## config.mk

```make
export PLATFORM = sky130hd
export DESIGN_NAME = mem_access_unit_flat
export DESIGN_NICKNAME = d
export VERILOG_FILES = /design/src/rtl/mem_pkg.sv /design/src/rtl/mem_access_unit_if.sv /design/src/rtl/mem_access_unit_load_ext.sv /design/src/rtl/mem_access_unit.sv /design/src/flat_wrapper.sv
export SDC_FILE = /design/constraint.sdc
export NUM_CORES = 1
export LEC_CHECK = 0
export CELL_PAD_IN_SITES_DETAIL_PLACEMENT = 1
export CELL_PAD_IN_SITES_GLOBAL_PLACEMENT = 2
export CORE_UTILIZATION = 24
export DETAILED_ROUTE_END_ITERATION = 6
export MAX_ROUTING_LAYER = met4
export PLACE_DENSITY = 0.82
export SYNTH_ARGS = -nofsm -noshare
export SYNTH_HDL_FRONTEND = slang
export SYNTH_SLANG_ARGS = --single-unit
```

## constraint.sdc

```tcl
create_clock -name clk -period 1.6 [get_ports clk]
set_input_delay 0.16 -clock clk [delete_from_list [all_inputs] [get_ports clk]]
set_output_delay 0.16 -clock clk [all_outputs]
set_load 0.005 [all_outputs]
```

## src/rtl/mem_pkg.sv

```systemverilog
// Shared memory-op encodings, byte-enable constants and op classification helpers
// for the M/W pipeline stages.
package mem_pkg;

   typedef enum logic [3:0] {
      OP_NONE = 4'd0,
      OP_LW   = 4'd1,
      OP_LH   = 4'd2,
      OP_LHU  = 4'd3,
      OP_LB   = 4'd4,
      OP_LBU  = 4'd5,
      OP_SW   = 4'd6,
      OP_SH   = 4'd7,
      OP_SB   = 4'd8
   } mem_op_e;

   localparam logic [3:0] BE_NONE    = 4'b0000;
   localparam logic [3:0] BE_WORD    = 4'b1111;
   localparam logic [3:0] BE_HALF_LO = 4'b0011;
   localparam logic [3:0] BE_HALF_HI = 4'b1100;
   localparam logic [3:0] BE_BYTE0   = 4'b0001;

   typedef struct packed {
      logic        valid;
      mem_op_e     op;
      logic [31:0] addr;
      logic [31:0] wdata;
      logic [31:0] result;
      logic        we;
      logic [4:0]  rd;
      logic [31:0] pc;
   } m_stage_t;

   typedef struct packed {
      logic        valid;
      mem_op_e     op;
      logic [1:0]  lo2;
      logic [31:0] rdata;
      logic [31:0] result;
      logic        we;
      logic [4:0]  rd;
      logic [31:0] pc;
      logic        align_err;
   } w_stage_t;

   function automatic logic is_load(mem_op_e op);
      return op inside {OP_LW, OP_LH, OP_LHU, OP_LB, OP_LBU};
   endfunction

   function automatic logic is_store(mem_op_e op);
      return op inside {OP_SW, OP_SH, OP_SB};
   endfunction

   function automatic logic misaligned(mem_op_e op, logic [1:0] lo2);
      case (op)
         OP_LW, OP_SW:         return lo2 != 2'b00;
         OP_LH, OP_LHU, OP_SH: return lo2[0];
         default:              return 1'b0;
      endcase
   endfunction

endpackage

```

## src/rtl/mem_access_unit_if.sv

```systemverilog
// Data-memory bus between the M stage and a combinational-read data memory.
interface mem_access_unit_if;
   logic [31:0] m_data_addr;
   logic [31:0] m_data_wdata;
   logic [3:0]  m_data_byteen;
   logic [31:0] m_data_rdata;

   modport master (output m_data_addr, m_data_wdata, m_data_byteen, input m_data_rdata);
   modport slave  (input m_data_addr, m_data_wdata, m_data_byteen, output m_data_rdata);
endinterface

```

## src/rtl/mem_access_unit_load_ext.sv

```systemverilog
// Combinational load extension: picks the half/byte lane of the captured word
// and sign- or zero-extends it.
module load_ext
   import mem_pkg::*;
(
   input  logic [31:0] rdata_i,
   input  logic [1:0]  lo2_i,
   input  mem_op_e     op_i,
   output logic [31:0] data_o
);

   logic [15:0] half;
   logic [7:0]  byte_v;

   assign half   = lo2_i[1] ? rdata_i[31:16] : rdata_i[15:0];
   assign byte_v = rdata_i[{lo2_i, 3'b000} +: 8];

   always_comb begin
      data_o = rdata_i;
      case (op_i)
         OP_LH:   data_o = {{16{half[15]}}, half};
         OP_LHU:  data_o = {16'h0000, half};
         OP_LB:   data_o = {{24{byte_v[7]}}, byte_v};
         OP_LBU:  data_o = {24'h000000, byte_v};
         default: data_o = rdata_i;
      endcase
   end

endmodule

```

## src/rtl/mem_access_unit.sv

```systemverilog
// M and W pipeline registers with store byte-enable/lane replication, alignment
// check and load write-back.
module mem_access_unit
   import mem_pkg::*;
#(
   parameter bit ALIGN_CHECK = 1'b1
) (
   input  logic               clk,
   input  logic               reset,
   input  logic               e_valid,
   input  logic [3:0]         e_mem_op,
   input  logic [31:0]        e_addr,
   input  logic [31:0]        e_wdata,
   input  logic [31:0]        e_result,
   input  logic               e_we,
   input  logic [4:0]         e_rd,
   input  logic [31:0]        e_pc,
   input  logic               m_stall,
   mem_access_unit_if.master  dbus,
   output logic [31:0]        m_inst_addr,
   output logic               m_align_err,
   output logic               w_grf_we,
   output logic [4:0]         w_grf_addr,
   output logic [31:0]        w_grf_wdata,
   output logic [31:0]        w_inst_addr
);

   m_stage_t    m_q, m_d;
   w_stage_t    w_q, w_d;
   logic        store_done_q, store_done_d;
   logic        write_ok;
   logic [3:0]  byteen;
   logic [31:0] wdata;
   logic [31:0] ext_data;

   always_comb begin
      m_d          = m_q;
      w_d          = w_q;
      store_done_d = store_done_q;
      if (!m_stall) begin
         m_d = '{valid: e_valid, op: mem_op_e'(e_mem_op), addr: e_addr, wdata: e_wdata,
                 result: e_result, we: e_we, rd: e_rd, pc: e_pc};
         w_d = '{valid: m_q.valid, op: m_q.op, lo2: m_q.addr[1:0], rdata: dbus.m_data_rdata,
                 result: m_q.result, we: m_q.we, rd: m_q.rd, pc: m_q.pc,
                 align_err: m_align_err};
         store_done_d = 1'b0;
      end else begin
         w_d = '0;
         // a held store has had its one write cycle once we stall past it
         if (m_q.valid && is_store(m_q.op)) store_done_d = 1'b1;
      end
   end

   always_ff @(posedge clk) begin
      if (reset) begin
         m_q          <= '0;
         w_q          <= '0;
         store_done_q <= 1'b0;
      end else begin
         m_q          <= m_d;
         w_q          <= w_d;
         store_done_q <= store_done_d;
      end
   end

   assign m_align_err = ALIGN_CHECK & m_q.valid & misaligned(m_q.op, m_q.addr[1:0]);
   assign write_ok    = m_q.valid & ~store_done_q & ~m_align_err;

   always_comb begin
      byteen = BE_NONE;
      wdata  = m_q.wdata;
      case (m_q.op)
         OP_SW: byteen = BE_WORD;
         OP_SH: begin
            byteen = m_q.addr[1] ? BE_HALF_HI : BE_HALF_LO;
            wdata  = {2{m_q.wdata[15:0]}};
         end
         OP_SB: begin
            byteen = BE_BYTE0 << m_q.addr[1:0];
            wdata  = {4{m_q.wdata[7:0]}};
         end
         default: byteen = BE_NONE;
      endcase
      if (!write_ok) byteen = BE_NONE;
   end

   assign dbus.m_data_addr   = m_q.addr;
   assign dbus.m_data_wdata  = wdata;
   assign dbus.m_data_byteen = byteen;
   assign m_inst_addr        = m_q.pc;

   load_ext u_load_ext (
      .rdata_i (w_q.rdata),
      .lo2_i   (w_q.lo2),
      .op_i    (w_q.op),
      .data_o  (ext_data)
   );

   assign w_grf_we    = w_q.valid & w_q.we & (w_q.rd != 5'd0) & ~w_q.align_err;
   assign w_grf_addr  = w_q.rd;
   assign w_grf_wdata = is_load(w_q.op) ? ext_data : w_q.result;
   assign w_inst_addr = w_q.pc;

endmodule

```

## src/flat_wrapper.sv

```systemverilog
// flat-port wrapper written by rule: the top's interface ports become plain ports
module mem_access_unit_flat import mem_pkg::*;
#(
   parameter bit ALIGN_CHECK = 1'b1
)
  (clk, reset, e_valid, e_mem_op, e_addr, e_wdata, e_result, e_we, e_rd, e_pc, m_stall, m_inst_addr, m_align_err, w_grf_we, w_grf_addr, w_grf_wdata, w_inst_addr, dbus_m_data_addr, dbus_m_data_wdata, dbus_m_data_byteen, dbus_m_data_rdata);
  mem_access_unit_if dbus_i ();
  input  logic clk;
  input  logic reset;
  input  logic e_valid;
  input  logic [3:0] e_mem_op;
  input  logic [31:0] e_addr;
  input  logic [31:0] e_wdata;
  input  logic [31:0] e_result;
  input  logic e_we;
  input  logic [4:0] e_rd;
  input  logic [31:0] e_pc;
  input  logic m_stall;
  output logic [31:0] m_inst_addr;
  output logic m_align_err;
  output logic w_grf_we;
  output logic [4:0] w_grf_addr;
  output logic [31:0] w_grf_wdata;
  output logic [31:0] w_inst_addr;
  output wire logic [$bits(dbus_i.m_data_addr)-1:0] dbus_m_data_addr;
  output wire logic [$bits(dbus_i.m_data_wdata)-1:0] dbus_m_data_wdata;
  output wire logic [$bits(dbus_i.m_data_byteen)-1:0] dbus_m_data_byteen;
  input wire logic [$bits(dbus_i.m_data_rdata)-1:0] dbus_m_data_rdata;
  assign dbus_m_data_addr = dbus_i.m_data_addr;
  assign dbus_m_data_wdata = dbus_i.m_data_wdata;
  assign dbus_m_data_byteen = dbus_i.m_data_byteen;
  assign dbus_i.m_data_rdata = dbus_m_data_rdata;
  mem_access_unit #(.ALIGN_CHECK(ALIGN_CHECK)) u_core (.clk(clk), .reset(reset), .e_valid(e_valid), .e_mem_op(e_mem_op), .e_addr(e_addr), .e_wdata(e_wdata), .e_result(e_result), .e_we(e_we), .e_rd(e_rd), .e_pc(e_pc), .m_stall(m_stall), .dbus(dbus_i), .m_inst_addr(m_inst_addr), .m_align_err(m_align_err), .w_grf_we(w_grf_we), .w_grf_addr(w_grf_addr), .w_grf_wdata(w_grf_wdata), .w_inst_addr(w_inst_addr));
endmodule
```

==> results.toml, run 1 <==
[outcome]
status = "finished, violations left"
violations = "negative setup slack"

[synth]
synth_flop_cell = "dfxtp_1"
ys_ff_latch = 250
synth-seq-area-share_pct = 48.27
synth_area_um2 = 10370
synth_top_area_cell = "dfxtp_1"
syn_avg_cell_area_um2 = 9.601
yosysWarnings = 0
synth-edff-count = 0
syn-instance-count = 1080
synthArstFlopShare_pct = 0
yosys.area.top_type_share_pct = 48.27
synth_nets = 1254
synthTopCellsByArea = "dfxtp_1, mux2i_1, buf_4"
ys_types = 49

[job]
cap_violations = 0

[critical_path]
worst-path-buf-inv = 3
r2r_cells = 15
cp_top_family = "compound AO/OA/AOI/OAI gates"
worst_setup_path_end_kind = "primary output"
critPathArrivalTime_ns = 2.28
cp_max_fo = 6
critPathSlowestCell = "dfxtp_4"
startpoint_type = "flop"
cp_data_required_time_ns = 1.44
reg2reg_slack_ns = -0.82
r2r_start = "u_core.m_q[134]"
slowest_delay_ns = 0.39
crit_type = "flop to primary output"
crit_chain = "mux2i_4 -> mux2i_2 -> a311o_2 -> nor2_8 -> buf_16 -> buf_6 -> a21oi_2 -> buf_2"
r2r_end = "u_core.store_done_q"

[route]
drt_iter0_drc = 281
dr.pass1.iters = 4
via_count = 8754
wirelength_um = 36590
drc = 0
routed_via_density = 4.312
drtAntennaViolNets = 0
wl_per_cell_um = 18.03

[global_routing]
antenna_found_initial = 0
grt_util_met3_pct = 4.519
grt_pass1_wl_um = 54370
grt_max_degree = 66
track_usage_pct = 16.35
grt_use_met2_pct = 28.20
busiest_layer = "met2"
grt_pass1_vias = 9398
overflow = 0
use_met1_pct = 18.25

[power_and_ir_drop]
p_sw_share_pct = 24.20
power_density_nw_per_um2 = 974.5
p_switching_mw = 3.856
internal-power_mw = 12.08
p_leak_nw = 7.564
peakVddDrop_v = 0.0007571
finalPower_mw = 15.93
combPwrFrac_pct = 13.5
clkPwrFrac_pct = 44.3
p_seq_share_pct = 42.2

[worst_hold_path]
min_to = "u_core.w_q[102]"
hold_depth = 2
hold_class = "primary input to flop"
hold_path.startpoint = "dbus_m_data_rdata[31]"

[layout]
layout-drive-gt1-share_pct = 28.84
postLayoutCellArea_um2 = 16350
n_antenna_cell = 0
area_growth_pct = 57.69
fillers = 4715
final_util_pct = 38.63
final_nets = 1604
fin_cells = 2030

[floorplanning]
die_y_um = 209.9
coreArea_um2 = 42320
placementRows = 75
die_x_um = 209.9
dieArea_um2 = 44040
io_pins = 345
start_util_pct = 24.50

[timing]
fin_ws_ns = -0.8423
max_freq_ghz = 0.4095
finalHoldViolCount = 0
fin_crit_sh_pct = 152.6
finalMaxSlewViolations = 0
tns_ns = -45.63
min_period_ns = 2.442
rsz0062_at_grt = "yes"
max_slew_margin_pct = 66.79
skew_ns = 0.01151
setup_viol = 63
worst_slew_pin_slew_ns = 0.4982

[cts]
insertion_delay_ns = 0.56
root_buffer = "clkbuf_16"
cts_max_path_buffers = 3
numCtsBuffers = 30
clock_sink_count = 250
clkTransAtPathRegs_ns = 0.06
cts_tree = "yes"
htreeDepth = 1

[placement]
io_buffers = 344
dpl.cell_count = 1909
routabilityCongestion = 0.8160
dpl_cell_area_um2 = 14190
place_hpwl_um = 25210
## Yosys cell counts (2+ instances only)
library cell,count
buf_6,6
nor3_1,13
a22oi_1,8
and2_1,110
buf_4,110
o21ai_0,23
buf_2,22
a21oi_1,19
a211oi_1,7
nor2b_1,3
a221oi_1,8
clkbuf_1,31
o21ai_1,18
a21oi_2,11
mux2i_1,142
a22o_1,7
nand2b_1,3
nor3b_1,3
or3_1,2
or2_2,2
buf_1,4
inv_1,4
nand3_1,6
nor2_1,185
dfxtp_1,250
nand2_1,45
mux2_2,16
## layer usage
| metal | vias to the layer above | wire (um) | share of wire (%) |
|---|---|---|---|
| li1 | 4180 | - | - |
| met1 | 4198 | 14680 | 40 |
| met2 | 309 | 18220 | 50 |
| met3 | 67 | 2597 | 7.1 |
| met4 | 0 | 1091 | 3.0 |
| met5 | - | 0 | 0 |
## worst reg2reg max path, cell delays in order, from the launching register on
cell,delay (ns)
dfxtp_2,0.33
buf_6,0.12
nor4b_4,0.33
o21ai_2,0.12
buf_4,0.14
buf_4,0.11
buf_4,0.12
buf_4,0.12
buf_4,0.12
buf_4,0.12
buf_6,0.10
buf_4,0.12
buf_4,0.12
buf_4,0.12
nor2b_4,0.12
nor3b_2,0.15
## registers in the layout, summed over array words and instances, names as in the netlist
signal                   flops
u_core.m_q                  75
u_core.w_q                  73
u_core.dbus.m_data_addr     32
u_core.m_inst_addr          32
u_core.w_inst_addr          32
u_core.w_grf_addr            5
u_core.store_done_q          1
## cell families after synthesis
logic type | after synthesis | synth area share [%]
AOI/OAI and AO/OA | 109 | 6.890
xor gates and xnor gates | 1 | 0.1569
buffers and inverters | 180 | 11.45
DFF | 250 | 48.27
muxes | 158 | 15.45
and+or+nand+nor | 382 | 17.79
## placed cells by master, fill, tap and decap left out, types with 9 or more instances in the layout
cell type and count:
a21oi_1 10, a21oi_2 18, and2_1 108, buf_12 16, buf_2 48, buf_4 94, buf_6 48, clkbuf_16 31
clkdlybuf4s50_1 200, dfxtp_1 217, dfxtp_2 22, dfxtp_4 11, dlygate4sd2_1 47, dlymetal6s2s_1 31, mux2i_1 139, nand2_1 35
nand2_2 10, nor2_1 177, nor3_1 9, o21ai_1 19, o21ai_2 18
## layout make-up
cell class | count | area (um2) | share of cell area, %
multi-input cells | 650 | 4773 | 29.19
repair buffers | 493 | 4735 | 28.96
clock inverters | 10 | 135.1 | 0.8264
inverters | 5 | 23.77 | 0.1454
flip-flops and latches | 250 | 5074 | 31.03
clock buffers | 45 | 888.4 | 5.433
well taps | 577 | 721.9 | 4.415
## power by group through the flow
stage | registers (mW) | logic [mW] | clock network, mW
global placement | 6.83 | 2.00 | 0
floorplan | 6.77 | 0.972 | 0
detailed placement | 6.84 | 2.03 | 0
global route | 6.75 | 2.32 | 7.54
CTS | 6.71 | 2.12 | 7.28
finish | 6.72 | 2.15 | 7.06
## stage by stage
stage	hold WS, ns	setup WS (ns)
after floorplan	0.2817	-0.04399
after global placement	0.4355	-0.5875
final	0.1602	-0.8423
after global routing	0.1398	-0.9300
after CTS	0.1320	-0.9084
after detailed placement	0.4457	-0.6415
## how the worst max path moves through the flow
stage / startpoint / endpoint / cells past startpoint
2_1_floorplan: u_core.w_q[104] / w_grf_wdata[19] / 7
3_3_place_gp: u_core.w_q[108] / w_grf_wdata[5] / 7
3_5_place_dp: u_core.w_q[108] / w_grf_wdata[8] / 6
4_1_cts: u_core.w_q[104] / w_grf_wdata[31] / 8
5_1_grt: u_core.w_q[104] / w_grf_wdata[22] / 8
6_report: u_core.w_q[104] / w_grf_wdata[31] / 8
## timing repair
item,4_1_cts,5_1_grt
pin swaps,65,51
hold buffers,2,0
endpoints found under the setup margin,119,96
gates resized for setup,483,93
buffers inserted,57,19
hold endpoints to repair,10,0
cloned,2,0
Power figures use the tool's default switching activity.
==> run 2, diff against run 1 <==
Settings changed: TNS_END_PERCENT set to 100.
==> results of run 2 <==
The final DEF is identical to that of run 1; final timing and power are the same.
==> run 3, diff against run 2 <==
Settings changed: ABC_CLOCK_PERIOD_IN_PS set to 1600.
==> results of run 3 <==
The final DEF is identical to that of run 1; final timing and power are the same.
